<file path="config.mk">
export PLATFORM = sky130hd
export DESIGN_NAME = uart_frame_rx
export DESIGN_NICKNAME = d
export VERILOG_FILES = /design/src/rtl/uart_frame_pkg.sv /design/src/rtl/uart_byte_timeout.sv /design/src/rtl/uart_frame_rx.sv
export SDC_FILE = /design/constraint.sdc
export NUM_CORES = 1
export LEC_CHECK = 0
export ABC_AREA = 1
export CORE_UTILIZATION = 55
export CTS_BUF_LIST = sky130_fd_sc_hd__clkbuf_8
export DETAILED_ROUTE_END_ITERATION = 12
export GPL_TIMING_DRIVEN = 1
export HOLD_SLACK_MARGIN = 0.12
export MAX_ROUTING_LAYER = met4
export PLACE_DENSITY_LB_ADDON = 0.12
export SLEW_MARGIN = 20
export SYNTH_ARGS = -nofsm -noshare
export SYNTH_HDL_FRONTEND = slang
export SYNTH_SLANG_ARGS = --single-unit
</file>
<file path="constraint.sdc">
create_clock -name SYS_CLK -period 2.9 [get_ports SYS_CLK]
set_clock_uncertainty 0.05 [all_clocks]
set_input_delay 0.58 -clock SYS_CLK [delete_from_list [all_inputs] [get_ports SYS_CLK]]
set_output_delay 0.58 -clock SYS_CLK [all_outputs]
set_load 0.01 [all_outputs]
</file>
<file path="src/rtl/uart_frame_pkg.sv">
// ---------------------------------------------------------------------------
// uart_frame_pkg
//
// Definitions shared by both ends of the image-over-UART link: the transmit
// framer and the receive deframer (uart_frame_rx).
//
// A frame on the wire is:
//   header  : SEND_MODE, ~SEND_MODE
//   payload : IMAGE_SIZE pixels, each sent low byte first, then high byte
//   trailer : ~SEND_MODE, SEND_MODE
//
// Contents:
//   frame_state_t        - deframer state encoding (also used for debug)
//   IMAGE_SIZE_DEF       - default pixels per frame (320*240)
//   SEND_MODE_DEF        - default mode byte
//   TIMEOUT_CYC_DEF      - default inter-byte timeout in clock cycles
//   hdr_byte / trl_byte  - byte order of the header and trailer for a mode
// ---------------------------------------------------------------------------
package uart_frame_pkg;

  typedef enum logic [2:0] {
    HUNT   = 3'd0,  // idle, searching for the first header byte
    HDR1   = 3'd1,  // first header byte seen, expecting its complement
    PIX_LO = 3'd2,  // expecting the low byte of a pixel
    PIX_HI = 3'd3,  // expecting the high byte of a pixel
    TRL0   = 3'd4,  // payload complete, expecting first trailer byte
    TRL1   = 3'd5   // expecting second trailer byte
  } frame_state_t;

  localparam int          IMAGE_SIZE_DEF  = 76800;
  localparam logic [7:0]  SEND_MODE_DEF   = 8'h01;
  localparam int          TIMEOUT_CYC_DEF = 100000;

  // Header is (mode, ~mode). idx selects the byte position in the header.
  function automatic logic [7:0] hdr_byte(input logic [7:0] mode, input logic idx);
    return idx ? ~mode : mode;
  endfunction

  // Trailer is the header reversed: (~mode, mode).
  function automatic logic [7:0] trl_byte(input logic [7:0] mode, input logic idx);
    return idx ? mode : ~mode;
  endfunction

endpackage

</file>
<file path="src/rtl/uart_byte_timeout.sv">
// ---------------------------------------------------------------------------
// uart_byte_timeout
//
// Inter-byte watchdog. Counts clock cycles since the last received byte while
// enabled and flags expiry once TIMEOUT_CYC-1 idle cycles have accumulated.
//
// Ports:
//   SYS_CLK  in   clock
//   RST      in   asynchronous active-high reset
//   clear    in   a byte arrived this cycle; restart the count
//   enable   in   count only while a frame is in progress
//   expire   out  combinational; count is at its limit and no byte arrived
//                 this cycle (a byte arriving in the expiry cycle wins)
// ---------------------------------------------------------------------------
module uart_byte_timeout #(
  parameter int TIMEOUT_CYC = uart_frame_pkg::TIMEOUT_CYC_DEF
) (
  input  logic SYS_CLK,
  input  logic RST,
  input  logic clear,
  input  logic enable,
  output logic expire
);

  localparam int              CNT_W = (TIMEOUT_CYC > 2) ? $clog2(TIMEOUT_CYC) : 1;
  localparam logic [CNT_W-1:0] LAST = CNT_W'(TIMEOUT_CYC - 1);

  logic [CNT_W-1:0] cnt;

  // The count saturates at LAST so it can never wrap if the owner is slow
  // to leave its busy state; disabling the counter also returns it to zero.
  always_ff @(posedge SYS_CLK or posedge RST) begin
    if (RST) begin
      cnt <= '0;
    end else if (clear || !enable) begin
      cnt <= '0;
    end else if (cnt != LAST) begin
      cnt <= cnt + 1'b1;
    end
  end

  assign expire = enable && !clear && (cnt == LAST);

endmodule

</file>
<file path="src/rtl/uart_frame_rx.sv">
// ---------------------------------------------------------------------------
// uart_frame_rx
//
// Receive-side deframer for the image-over-UART link. Consumes bytes from
// the UART byte receiver, finds the header, reassembles 16-bit pixels from
// low/high byte pairs into the frame-buffer write FIFO, then checks the
// trailer and reports completion or error.
//
// Interface semantics:
//   rx_valid/rx_data : one-cycle strobe, no backpressure toward the UART.
//                      Only cycles with rx_valid=1 advance the deframer.
//   wr_req/wr_data   : one-cycle FIFO write strobe with its pixel, issued the
//                      cycle after the high-byte strobe. The FIFO cannot stall
//                      the link, so a pixel arriving while wr_full=1 is
//                      dropped (counted, flagged in overflow, never written).
//
// Ports:
//   SYS_CLK     in   clock
//   RST         in   asynchronous active-high reset
//   rx_data     in   received byte
//   rx_valid    in   byte strobe
//   wr_data     out  assembled pixel {high, low}
//   wr_req      out  FIFO write strobe
//   wr_full     in   FIFO full
//   frame_done  out  pulse: frame received with a correct trailer
//   frame_err   out  pulse: bad trailer or inter-byte timeout
//   overflow    out  sticky: a pixel was dropped; cleared on next header
//   pix_cnt     out  pixels received in the current frame (saturating)
//   busy        out  high whenever a frame is in progress (state != HUNT)
//   state_dbg   out  current deframer state
// ---------------------------------------------------------------------------
module uart_frame_rx
  import uart_frame_pkg::*;
#(
  parameter int         IMAGE_SIZE  = IMAGE_SIZE_DEF,
  parameter logic [7:0] SEND_MODE   = SEND_MODE_DEF,
  parameter int         TIMEOUT_CYC = TIMEOUT_CYC_DEF,
  localparam int        CNT_W       = $clog2(IMAGE_SIZE + 1)
) (
  input  logic             SYS_CLK,
  input  logic             RST,
  input  logic [7:0]       rx_data,
  input  logic             rx_valid,
  output logic [15:0]      wr_data,
  output logic             wr_req,
  input  logic             wr_full,
  output logic             frame_done,
  output logic             frame_err,
  output logic             overflow,
  output logic [CNT_W-1:0] pix_cnt,
  output logic             busy,
  output frame_state_t     state_dbg
);

  localparam logic [7:0]       HDR0    = hdr_byte(SEND_MODE, 1'b0);
  localparam logic [7:0]       HDR1_B  = hdr_byte(SEND_MODE, 1'b1);
  localparam logic [7:0]       TRL0_B  = trl_byte(SEND_MODE, 1'b0);
  localparam logic [7:0]       TRL1_B  = trl_byte(SEND_MODE, 1'b1);
  localparam logic [CNT_W-1:0] PIX_MAX = CNT_W'(IMAGE_SIZE);

  frame_state_t     state;
  logic [7:0]       low_byte;
  logic [CNT_W-1:0] pix_cnt_inc;
  logic             to_expire;

  // Saturating increment: pix_cnt never moves past IMAGE_SIZE.
  always_comb begin
    pix_cnt_inc = pix_cnt;
    if (pix_cnt != PIX_MAX) begin
      pix_cnt_inc = pix_cnt + 1'b1;
    end
  end

  uart_byte_timeout #(
    .TIMEOUT_CYC (TIMEOUT_CYC)
  ) u_timeout (
    .SYS_CLK (SYS_CLK),
    .RST     (RST),
    .clear   (rx_valid),
    .enable  (state != HUNT),
    .expire  (to_expire)
  );

  // Deframer. Pulsed outputs default low every cycle. Payload bytes are never
  // compared against framing values, so 0x01/0xFE pixels pass through as data
  // and a header appearing inside the payload is just two more data bytes.
  always_ff @(posedge SYS_CLK or posedge RST) begin
    if (RST) begin
      state      <= HUNT;
      wr_req     <= 1'b0;
      wr_data    <= '0;
      frame_done <= 1'b0;
      frame_err  <= 1'b0;
      overflow   <= 1'b0;
      pix_cnt    <= '0;
      low_byte   <= '0;
    end else begin
      wr_req     <= 1'b0;
      frame_done <= 1'b0;
      frame_err  <= 1'b0;

      if (rx_valid) begin
        case (state)
          HUNT: begin
            if (rx_data == HDR0) begin
              state <= HDR1;
            end
          end

          HDR1: begin
            if (rx_data == HDR1_B) begin
              state    <= PIX_LO;
              pix_cnt  <= '0;
              overflow <= 1'b0;
            end else if (rx_data == HDR0) begin
              // Repeated first header byte: treat it as the new start.
              state <= HDR1;
            end else begin
              state <= HUNT;
            end
          end

          PIX_LO: begin
            low_byte <= rx_data;
            state    <= PIX_HI;
          end

          PIX_HI: begin
            wr_data <= {rx_data, low_byte};
            wr_req  <= ~wr_full;
            if (wr_full) begin
              overflow <= 1'b1;
            end
            // Dropped pixels still count, so the trailer stays aligned.
            pix_cnt <= pix_cnt_inc;
            state   <= (pix_cnt_inc == PIX_MAX) ? TRL0 : PIX_LO;
          end

          TRL0: begin
            if (rx_data == TRL0_B) begin
              state <= TRL1;
            end else begin
              frame_err <= 1'b1;
              state     <= HUNT;
            end
          end

          TRL1: begin
            if (rx_data == TRL1_B) begin
              frame_done <= 1'b1;
            end else begin
              frame_err <= 1'b1;
            end
            state <= HUNT;
          end

          default: begin
            state <= HUNT;
          end
        endcase
      end else if (to_expire) begin
        // pix_cnt is left alone so the truncation point stays visible.
        frame_err <= 1'b1;
        state     <= HUNT;
      end
    end
  end

  assign busy      = (state != HUNT);
  assign state_dbg = state;

endmodule

</file>
==> metrics.md, run 1 <==
| Metric | Value |
|---|---|
| Wirelength per Cell | 14.2 µm |
| Peak supply drop | 0.611 mV |
| WL final | 8270 µm |
| I/O pin total | 53 |
| Worst-Margin Slew | 445 ps |
| Global-route wire length before repair | 14000 µm |
| Routed vias/inst | 5.53 |
| Setup crit end kind | output port |
| CTS tree | built |
| Crit path launch | state_dbg[2] |
| GRT Util Overall | 29.0% |
| Critical Path Fanout Max | 9 |
| Share of cells above drive strength 1 | 9.65% |
| Setup violators final | 0 |
| Sink Count | 65 |
| H-tree level count | 3 |
| Grt met2 use | 47.8% |
| TritonCTS Buffers | 9 |
| Clock latency reported for the late side of the worst-skew pair | 340 ps |
| I/O Buffers | 52 |
| Busiest grt layer | met2 |
| P_sw | 1.47 mW |
| Fin. max-slew vios | 0 |
| Root buffer cell | clkbuf_8 |
| DR iter-0 viols | 223 |
| Post-CTS Resized | 0 |
| Met3 Use GR | 3.93% |
| Final Non-Filler Cells | 583 |
| Initial core utilization | 57.7% |
| Hold Vio Cnt, Final | 0 |
| Antenna fix cells | 0 |
| Combinational power share | 41.1% |
| Clock slew at reported path FFs | 70 ps |
| Period Utilization, post-route | 76.2% |
| Met1 GRT Util | 35.6% |
| Synth Cell Area | 0.00346 mm² |
| Via Count | 3223 |
| Row Count | 28 |
| Die X | 81.3 µm |
| Worst flop-to-flop path startpoint | pix_cnt[0] |
| Yosys reg bits | 65 |
| Global route overflow | 0 |
| Final Core Density | 71.4% |
| Sw frac | 38.6% |
| Power Dens Cells | 891 mW/mm² |
| Max frequency | 452 MHz |
| Remaining antenna violation count | 0 |
| Critical path class | register to output port |
| Max-slew headroom at the worst pin | 70.2% |
| Ys Warns | 0 |
| Post-CTS setup buffers | 0 |
| Commonest non-fill, non-tap cell in the layout | nand2_1 |
| Die height | 81.3 µm |
| Max-Cap Viols | 0 |
| Mapped Cells | 444 |
| Clock power frac | 19.9% |
| Inst Count DP | 567 |
| Worst r2r path cells | 17 |
| Worst min path class | register to register |
| Area leader, netlist | dfrtp_1 |
| # DRC | 0 |
| RSZ-0062 raised after global routing | no |
| CP Launch Type | register |
| Hold WS | 434 ps |
| Setup TNS | 0 ps |
| Register area share after synthesis | 47.0% |
| Reg2Reg Capture Point | state_dbg[1] |
| Worst Setup EP | busy |
| CTS Hold Buffers Added | 0 |
| Cell variety after synth | 29 |
| Area fraction of the dominant cell type after synthesis | 47.0% |
| Synth Net Count | 459 |
| Seq pwr share | 39.0% |
| Synth top area cells | dfrtp_1 (47%), nand2_1 (11%), inv_1 (6.1%) |
| Status | finished, final reports clean |
| Syn Area/Cell | 7.79 µm² |
| HPWL after DPL | 6020 µm |
| Worst path arrival time | 1580 ps |
| Initial antenna violation count | 0 |
| Final #Nets | 518 |
| Area Overhead vs Synth | 23.7% |
| Flop-to-flop setup slack | 700 ps |
| Vias in the first global route | 3077 |
| Most frequent cells in the layout | nand2_1 (99), dfrtp_1 (65), inv_1 (55) |
| Largest net degree at the start of global routing | 47 |
| Die ar. | 0.00661 mm² |
| Placer congestion estimate | 0.858 |
| Core area | 0.00599 mm² |
| First-pass DRT Iterations | 4 |
| Final Critical Period | 2210 ps |
| Longest Clk Path Bufs | 2 |
| Internal Power | 2.34 mW |
| Required time of the critical path | 2270 ps |
| Leak | 1.90 nW |
-- cell usage after synthesis --
cell / count
xor2_1: 8
nor2_2: 6
inv_1: 56
mux2_2: 8
nor2_1: 48
or2_2: 1
nor2_4: 2
buf_2: 6
nor4_2: 1
clkbuf_1: 4
nor3_2: 2
a31oi_1: 2
a21oi_1: 11
o21ai_1: 3
o21ai_0: 41
buf_4: 1
a211oi_1: 1
dfrtp_1: 65
nand2_1: 99
ha_1: 3
nor4_1: 2
nand2_2: 5
a21boi_0: 1
o211a_1: 1
nand3_1: 33
nand4_1: 16
nor3_1: 12
o22ai_1: 5
xnor2_1: 1
-- how the worst min path moves through the flow --
stage / endpoint / cells past startpoint / start / slack [ps]
floorplan: low_byte[0] / 2 / low_byte[0] / 400
global placement: wr_data[8] / 2 / wr_data[8] / 420
detailed placement: low_byte[4] / 2 / low_byte[4] / 420
CTS: low_byte[4] / 2 / low_byte[4] / 440
global route: low_byte[0] / 2 / low_byte[0] / 460
finish: low_byte[4] / 2 / low_byte[4] / 430
-- per-layer routing --
metal	wire [µm]	part of all wire (%)
met5	0	0
met3	377	4.6
met1	3630	44
met4	207	2.5
met2	4050	49
-- worst max-delay path, cell delays in order, from the launching register on --
cell and delay (ps):
dfrtp_1 530, inv_1 70, nand2_1 100, clkdlybuf4s50_1 550
-- through the flow --
stage	setup WS, ps	total power [mW]	area, µm²
6_report	690	3.81	4280
5_1_grt	467	4.10	4280
4_1_cts	669	3.84	4280
3_5_place_dp	639	3.06	4090
3_3_place_gp	719	3.01	4090
2_1_floorplan	644	2.31	3460
-- flip-flops by register name, summed over array words and instances (netlist names) --
register,count
u_timeout.cnt,17
wr_req,1
pix_cnt,17
state_dbg,3
low_byte,8
overflow,1
frame_err,1
frame_done,1
wr_data,16
-- power groups by stage --
stage | logic [mW] | clock network (mW) | registers (mW)
2_1_floorplan | 0.781 | 0 | 1.53
6_report | 1.57 | 0.760 | 1.49
3_5_place_dp | 1.56 | 0 | 1.50
5_1_grt | 1.75 | 0.816 | 1.53
4_1_cts | 1.57 | 0.779 | 1.48
3_3_place_gp | 1.52 | 0 | 1.49
-- logic make-up (layout without fill, tap and decap cells) --
logic type                 Yosys count  in the layout  synth area share, %
AOI/OAI and AO/OA                   65             65                 9.95
xor gates and xnor gates             9              9                 2.28
adders and majority gates            3              3                 1.09
buffers and inverters               67            131                 7.59
DFF                                 65             65                 47.0
muxes                                8              8                 2.60
and+or+nand+nor                    227            227                 29.5
-- area by class of cell --
type | count | area [µm²]
Tap cell | 75 | 93.8
Sequential cell | 65 | 1630
Fill cell | 478 | 1710
Inverter | 56 | 210
Multi-Input combinational cell | 312 | 1570
Timing Repair Buffer | 59 | 586
Clock inverter | 7 | 70.1
Clock buffer | 9 | 124
Note: power is estimated with default switching activity, not from simulation.
==> run 2: changes to the inputs <==
==> constraint.sdc (replaced) <==
create_clock -name SYS_CLK -period 2.2 [get_ports SYS_CLK]
set_clock_uncertainty 0.05 [all_clocks]
set_input_delay 0.44 -clock SYS_CLK [delete_from_list [all_inputs] [get_ports SYS_CLK]]
set_output_delay 0.44 -clock SYS_CLK [all_outputs]
set_load 0.01 [all_outputs]
==> metrics.md, run 2 (synthesized netlist as in run 1, its figures left out) <==
| Metric | Value |
|---|---|
| Initial antenna violation count | 0 (unchanged) |
| Sw frac | 36.7% (-1.9 points) |
| Placer congestion estimate | 0.930 (+8.4%) |
| Clock slew at reported path FFs | 70 ps (about the same) |
| Max frequency | 479 MHz |
| TritonCTS Buffers | 9 (unchanged) |
| Remaining antenna violation count | 0 (unchanged) |
| H-tree level count | 3 (unchanged) |
| Worst-Margin Slew | 493 ps (+47.7 ps) |
| Fin. max-slew vios | 0 (unchanged) |
| Via Count | 3222 (-0.031%) |
| Final Critical Period | 2090 ps |
| P_sw | 1.94 mW (+32%) |
| Final #Nets | 523 (+0.97%) |
| Global route overflow | 0 (unchanged) |
| Required time of the critical path | 1710 ps (-560 ps) |
| Placed Area | 0.00412 mm² (+0.92%) |
| Die ar. | 0.00661 mm² (unchanged) |
| Power Dens Cells | 1210 mW/mm² (+36%) |
| Largest net degree at the start of global routing | 66 (+40%) |
| Post-route cell area | 0.00437 mm² (+2.1%) |
| Worst min path class | primary input to asynchronous set/reset pin |
| Row Count | 28 (unchanged) |
| Clock latency reported for the late side of the worst-skew pair | 340 ps (about the same) |
| I/O pin total | 53 (unchanged) |
| Period Utilization, post-route | 95.0% |
| Die height | 81.3 µm (unchanged) |
| Initial core utilization | 57.7% (unchanged) |
| HPWL after DPL | 5930 µm (-1.5%) |
| Critical path class | register to output port |
| Max-Cap Viols | 0 (unchanged) |
| Peak supply drop | 0.878 mV (+44%) |
| CTS tree | built |
| Hold Vio Cnt, Final | 0 (unchanged) |
| First-pass DRT Iterations | 4 (unchanged) |
| Inst Count DP | 572 (+0.88%) |
| Internal Power | 3.35 mW (+43%) |
| Seq pwr share | 37.1% (-1.9 points) |
| Vias in the first global route | 3129 (+1.7%) |
| Antenna fix cells | 0 (unchanged) |
| Root buffer cell | clkbuf_8 |
| Clock power frac | 23.3% (+3.4 points) |
| Most frequent cells in the layout | nand2_1 (99), dfrtp_1 (64), inv_1 (53) |
| Longest Clk Path Bufs | 2 (unchanged) |
| # DRC | 0 (unchanged) |
| Worst path arrival time | 1600 ps (+20 ps) |
| Leak | 1.94 nW (+1.9%) |
| DR iter-0 viols | 249 (+12%) |
| I/O Buffers | 52 (unchanged) |
| Commonest non-fill, non-tap cell in the layout | nand2_1 |
| Biggest regs | pix_cnt: 17 flops, u_timeout.cnt: 17 flops, wr_data: 16 flops |
| Setup crit end kind | output port |
| Post-CTS setup buffers | 0 (unchanged) |
| Wirelength per Cell | 13.9 µm (-2.0%) |
| Area Overhead vs Synth | 26.3% |
| CTS Hold Buffers Added | 0 (unchanged) |
| Critical Path Fanout Max | 9 (unchanged) |
| Final Non-Filler Cells | 588 (+0.86%) |
| GRT Util Overall | 29.0% (-0.042 points) |
| Core area | 0.00599 mm² (unchanged) |
| Global-route wire length before repair | 13900 µm (-0.83%) |
| Routed vias/inst | 5.48 (-0.88%) |
| Status | finished, final reports clean |
| Share of cells above drive strength 1 | 11.3% (+1.7 points) |
| Max-slew headroom at the worst pin | 67.0% (-3.2 points) |
| Combinational power share | 39.6% (-1.5 points) |
| CP Launch Type | register |
| RSZ-0062 raised after global routing | no |
| Setup TNS | 0 ps (unchanged) |
| Setup violators final | 0 (unchanged) |
| Sink Count | 65 (unchanged) |
| Die X | 81.3 µm (unchanged) |
| WL final | 8170 µm (-1.2%) |
## run 2: cell count changes in the layout (fill, tap and decap cells not counted), moves of 2 or more
cell,change
inv_1,-2
bufinv_16,+2
buf_4,+5
inv_2,+2
clkinv_2,-2
## run 2: power groups by stage
stage                     clock network, mW  logic (mW)  registers, mW
after floorplan                           0        1.03           2.01
after global placement                    0        2.03           1.96
after detailed placement                  0        2.08           1.97
after CTS                              1.25        2.09           1.96
after global routing                   1.30        2.33           2.01
final                                  1.23        2.09           1.96
## run 2: worst paths after layout
check / startpoint / to / slack (ps) / cells past startpoint
max: state_dbg[2] / busy / 110 / 3
min: RST / wr_data[5] / 430 / 3
max reg2reg: pix_cnt[0] / state_dbg[1] / 250 / 11
min reg2reg: low_byte[4] / low_byte[4] / 440 / 2
max in group asynchronous: RST / pix_cnt[1] / 1370 / 3
min in group SYS_CLK: low_byte[4] / low_byte[4] / 440 / 2
## run 2: metal layers
| metal | routed length [µm] | GRT usage, % | vias up | part of all wire [%] |
|---|---|---|---|---|
| li1 | - | - | 1587 | - |
| met1 | 3620 | 35.5 | 1528 | 44 |
| met2 | 4020 | 47.3 | 91 | 49 |
| met3 | 341 | 4.83 | 16 | 4.2 |
| met4 | 182 | 12.1 | 0 | 2.2 |
| met5 | 0 | - | - | 0 |
## run 2: repair_timing
item / 4_1_cts / 5_1_grt
setup endpoints to repair: 0 / 2
endpoints found under the hold margin: 0 / 0
gates resized for setup: 0 / 4
## run 2: worst max-delay path: stages, from the launching register on
cell and delay [ps]:
dfrtp_1 520, inv_1 80, nand2_1 90, clkdlybuf4s50_1 570
## run 2: metrics by stage
stage | setup WS, ps | utilization, % | hold WS, ps | total power, mW
finish | 111 | 73.0 | 434 | 5.29
global route | 7.83 | 73.0 | 452 | 5.65
CTS | 111 | 72.9 | 442 | 5.30
detailed placement | 161 | 68.8 | 424 | 4.05
global placement | 208 | 68.8 | 414 | 3.99
floorplan | 83.5 | - | 399 | 3.04
## run 2: final cells by class
class | count | area (µm²)
inverters | 56 | 210
clock inverters | 7 | 119
repair buffers | 64 | 623
multi-input cells | 312 | 1570
fillers | 462 | 1620
flip-flops and latches | 65 | 1630
well taps | 75 | 93.8
clock buffers | 9 | 124
==> run 3: changes to the inputs <==
--- a/config.mk
+++ b/config.mk
@@ -6,13 +6,15 @@
 export NUM_CORES = 1
 export LEC_CHECK = 0
 export ABC_AREA = 1
-export CORE_UTILIZATION = 55
+export CORE_UTILIZATION = 56
 export CTS_BUF_LIST = sky130_fd_sc_hd__clkbuf_8
+export CTS_CLUSTER_SIZE = 12
 export DETAILED_ROUTE_END_ITERATION = 12
 export GPL_TIMING_DRIVEN = 1
 export HOLD_SLACK_MARGIN = 0.12
 export MAX_ROUTING_LAYER = met4
 export PLACE_DENSITY_LB_ADDON = 0.12
+export REMOVE_ABC_BUFFERS = 1
 export SLEW_MARGIN = 20
 export SYNTH_ARGS = -nofsm -noshare
 export SYNTH_HDL_FRONTEND = slang
==> metrics.md, run 3 (synthesized netlist as in run 1, its figures left out) <==
| Metric | Value |
|---|---|
| Status | finished, final reports clean |
| Initial antenna violation count | 0 (unchanged) |
| Largest net degree at the start of global routing | 30 (-55%) |
| Power Total | 5.06 mW (-4.4%) |
| Clock slew at reported path FFs | 60 ps (about the same) |
| Vias in the first global route | 3096 (-1.1%) |
| Root buffer cell | clkbuf_8 |
| Die X | 80.6 µm (-0.87%) |
| Die ar. | 0.00650 mm² (-1.7%) |
| Internal Power | 3.14 mW (-6.1%) |
| WL final | 8260 µm (+1.1%) |
| Commonest non-fill, non-tap cell in the layout | nand2_1 |
| Setup TNS | 0 ps (unchanged) |
| Cell Chain, Critical Path | nor2_4 -> nand2_1 -> clkdlybuf4s50_1 |
| Clock power frac | 19.4% (-3.9 points) |
| Post-CTS Resized | 0 (unchanged) |
| Longest Clk Path Bufs | 2 (unchanged) |
| Setup violators final | 0 (unchanged) |
| DR iter-0 viols | 106 (-57%) |
| Register Area | 0.00163 mm² (+0.15%) |
| Via Count | 3201 (-0.65%) |
| Slowest-stage cell, CP | clkdlybuf4s50_1 |
| Max frequency | 487 MHz (+1.7%) |
| Max-Cap Viols | 0 (unchanged) |
| Crit path buffers/inverters | 1 (-1) |
| Inst Count DP | 570 (-0.35%) |
| P_sw | 1.91 mW (-1.4%) |
| Antenna fix cells | 0 (unchanged) |
| I/O pin total | 53 (unchanged) |
| Area Overhead vs Synth | 25.6% |
| Multi-input logic area | 0.00159 mm² (+1.1%) |
| Worst-Margin Slew | 513 ps (+20.0 ps) |
| Most frequent cells in the layout | nand2_1 (99), dfrtp_1 (62), inv_1 (56) |
| Post-CTS setup buffers | 0 (unchanged) |
| Placer congestion estimate | 0.947 (+1.8%) |
| Peak supply drop | 0.729 mV (-17%) |
| Critical path class | register to output port |
| CP peak stage delay | 500 ps (-70 ps) |
| First-pass DRT Iterations | 5 (+1) |
| Flop-to-flop setup slack | 210 ps (-40 ps) |
| Remaining antenna violation count | 0 (unchanged) |
| Period Utilization, post-route | 93.4% (-1.5 points) |
| Seq pwr share | 39.1% (+2.0 points) |
| Hold Vio Cnt, Final | 0 (unchanged) |
| Final #Nets | 521 (-0.38%) |
| TritonCTS Buffers | 9 (unchanged) |
| Leak | 1.93 nW (-0.40%) |
| CP delay by family, top | buffers and inverters |
| Row Count | 28 (unchanged) |
| Fin. max-slew vios | 0 (unchanged) |
| Power Dens Cells | 1160 mW/mm² (-3.8%) |
| Setup crit end kind | output port |
| Max-slew headroom at the worst pin | 65.7% (-1.3 points) |
| Worst min path class | primary input to asynchronous set/reset pin |
| Global route overflow | 0 (unchanged) |
| GRT Util Overall | 29.6% (+0.62 points) |
| CTS tree | built |
| Filler Cell Count | 467 (+1.1%) |
| Biggest regs | pix_cnt: 17 flops, u_timeout.cnt: 17 flops, wr_data: 16 flops |
| Share of cells above drive strength 1 | 11.2% (-0.15 points) |
| Sink Count | 65 (unchanged) |
| Wirelength per Cell | 14.1 µm (+1.5%) |
| Final Non-Filler Cells | 586 (-0.34%) |
| Routed vias/inst | 5.46 (-0.31%) |
| I/O Buffers | 52 (unchanged) |
| Critical Path Fanout Max | 5 (-4) |
| Final Critical Period | 2060 ps (-33.9 ps) |
| CP Launch Type | register |
| Core area | 0.00596 mm² (-0.58%) |
| Sw frac | 37.9% (+1.1 points) |
| Initial core utilization | 58.1% (+0.34 points) |
| Clock latency reported for the late side of the worst-skew pair | 350 ps (about the same) |
| Combinational power share | 41.5% (+1.9 points) |
| # DRC | 0 (unchanged) |
| Die height | 80.6 µm (-0.87%) |
| CTS Hold Buffers Added | 0 (unchanged) |
| HPWL after DPL | 6140 µm (+3.5%) |
| Required time of the critical path | 1710 ps (about the same) |
| H-tree level count | 3 (unchanged) |
| Global-route wire length before repair | 14000 µm (+0.75%) |
| Worst path arrival time | 1570 ps (-30 ps) |
[run 3: cell count changes in the layout (fill, tap and decap cells not counted), moves of 2 or more]
cell	previous run	this run
buf_12	1	3
buf_4	11	7
nor2_4	2	4
bufinv_16	3	1
inv_1	53	56
dfrtp_2	1	3
clkinvlp_4	2	0
dfrtp_1	64	62
[run 3: final timing paths]
path | cells past startpoint | start | to
max | 3 | state_dbg[1] | busy
min | 2 | RST | wr_data[6]
max reg2reg | 17 | pix_cnt[0] | state_dbg[1]
min reg2reg | 2 | low_byte[0] | low_byte[0]
max in group asynchronous | 3 | RST | u_timeout.cnt[12]
min in group SYS_CLK | 2 | low_byte[0] | low_byte[0]
[run 3: final cells by class]
type                       instances  area share, %
sequential                        65           37.5
multi-input combinational        312           36.6
inverter                          56           4.84
clock inverter                     6           1.18
timing repair buffer              62           14.6
clock buffer                      10           3.17
tap                               75           2.16
[run 3: stage by stage]
step           worst slack (ps)  area [µm²]  util [%]  hold slack [ps]
4_1_cts                    8.60        4320      72.6              413
3_3_place_gp                174        4130      69.4              416
2_1_floorplan              -249        3410         -              399
6_report                    145        4350      73.0              402
3_5_place_dp                132        4130      69.4              424
5_1_grt                   -4.13        4350      73.0              446
[run 3: power groups by stage]
stage	combinational [mW]	sequential (mW)	clock [mW]
CTS	2.09	1.95	1.00
global placement	2.03	1.96	0
finish	2.10	1.98	0.983
detailed placement	2.08	1.97	0
global route	2.34	2.03	1.05
floorplan	0.986	2.02	0
[run 3: routing by layer]
metal	part of all wire [%]	vias to the layer above	track usage, %	routed length (µm)
li1	-	1583	-	-
met1	42	1490	34.6	3460
met2	50	111	49.6	4160
met3	6.1	17	8.07	501
met4	1.7	0	8.93	143
met5	0	-	-	0
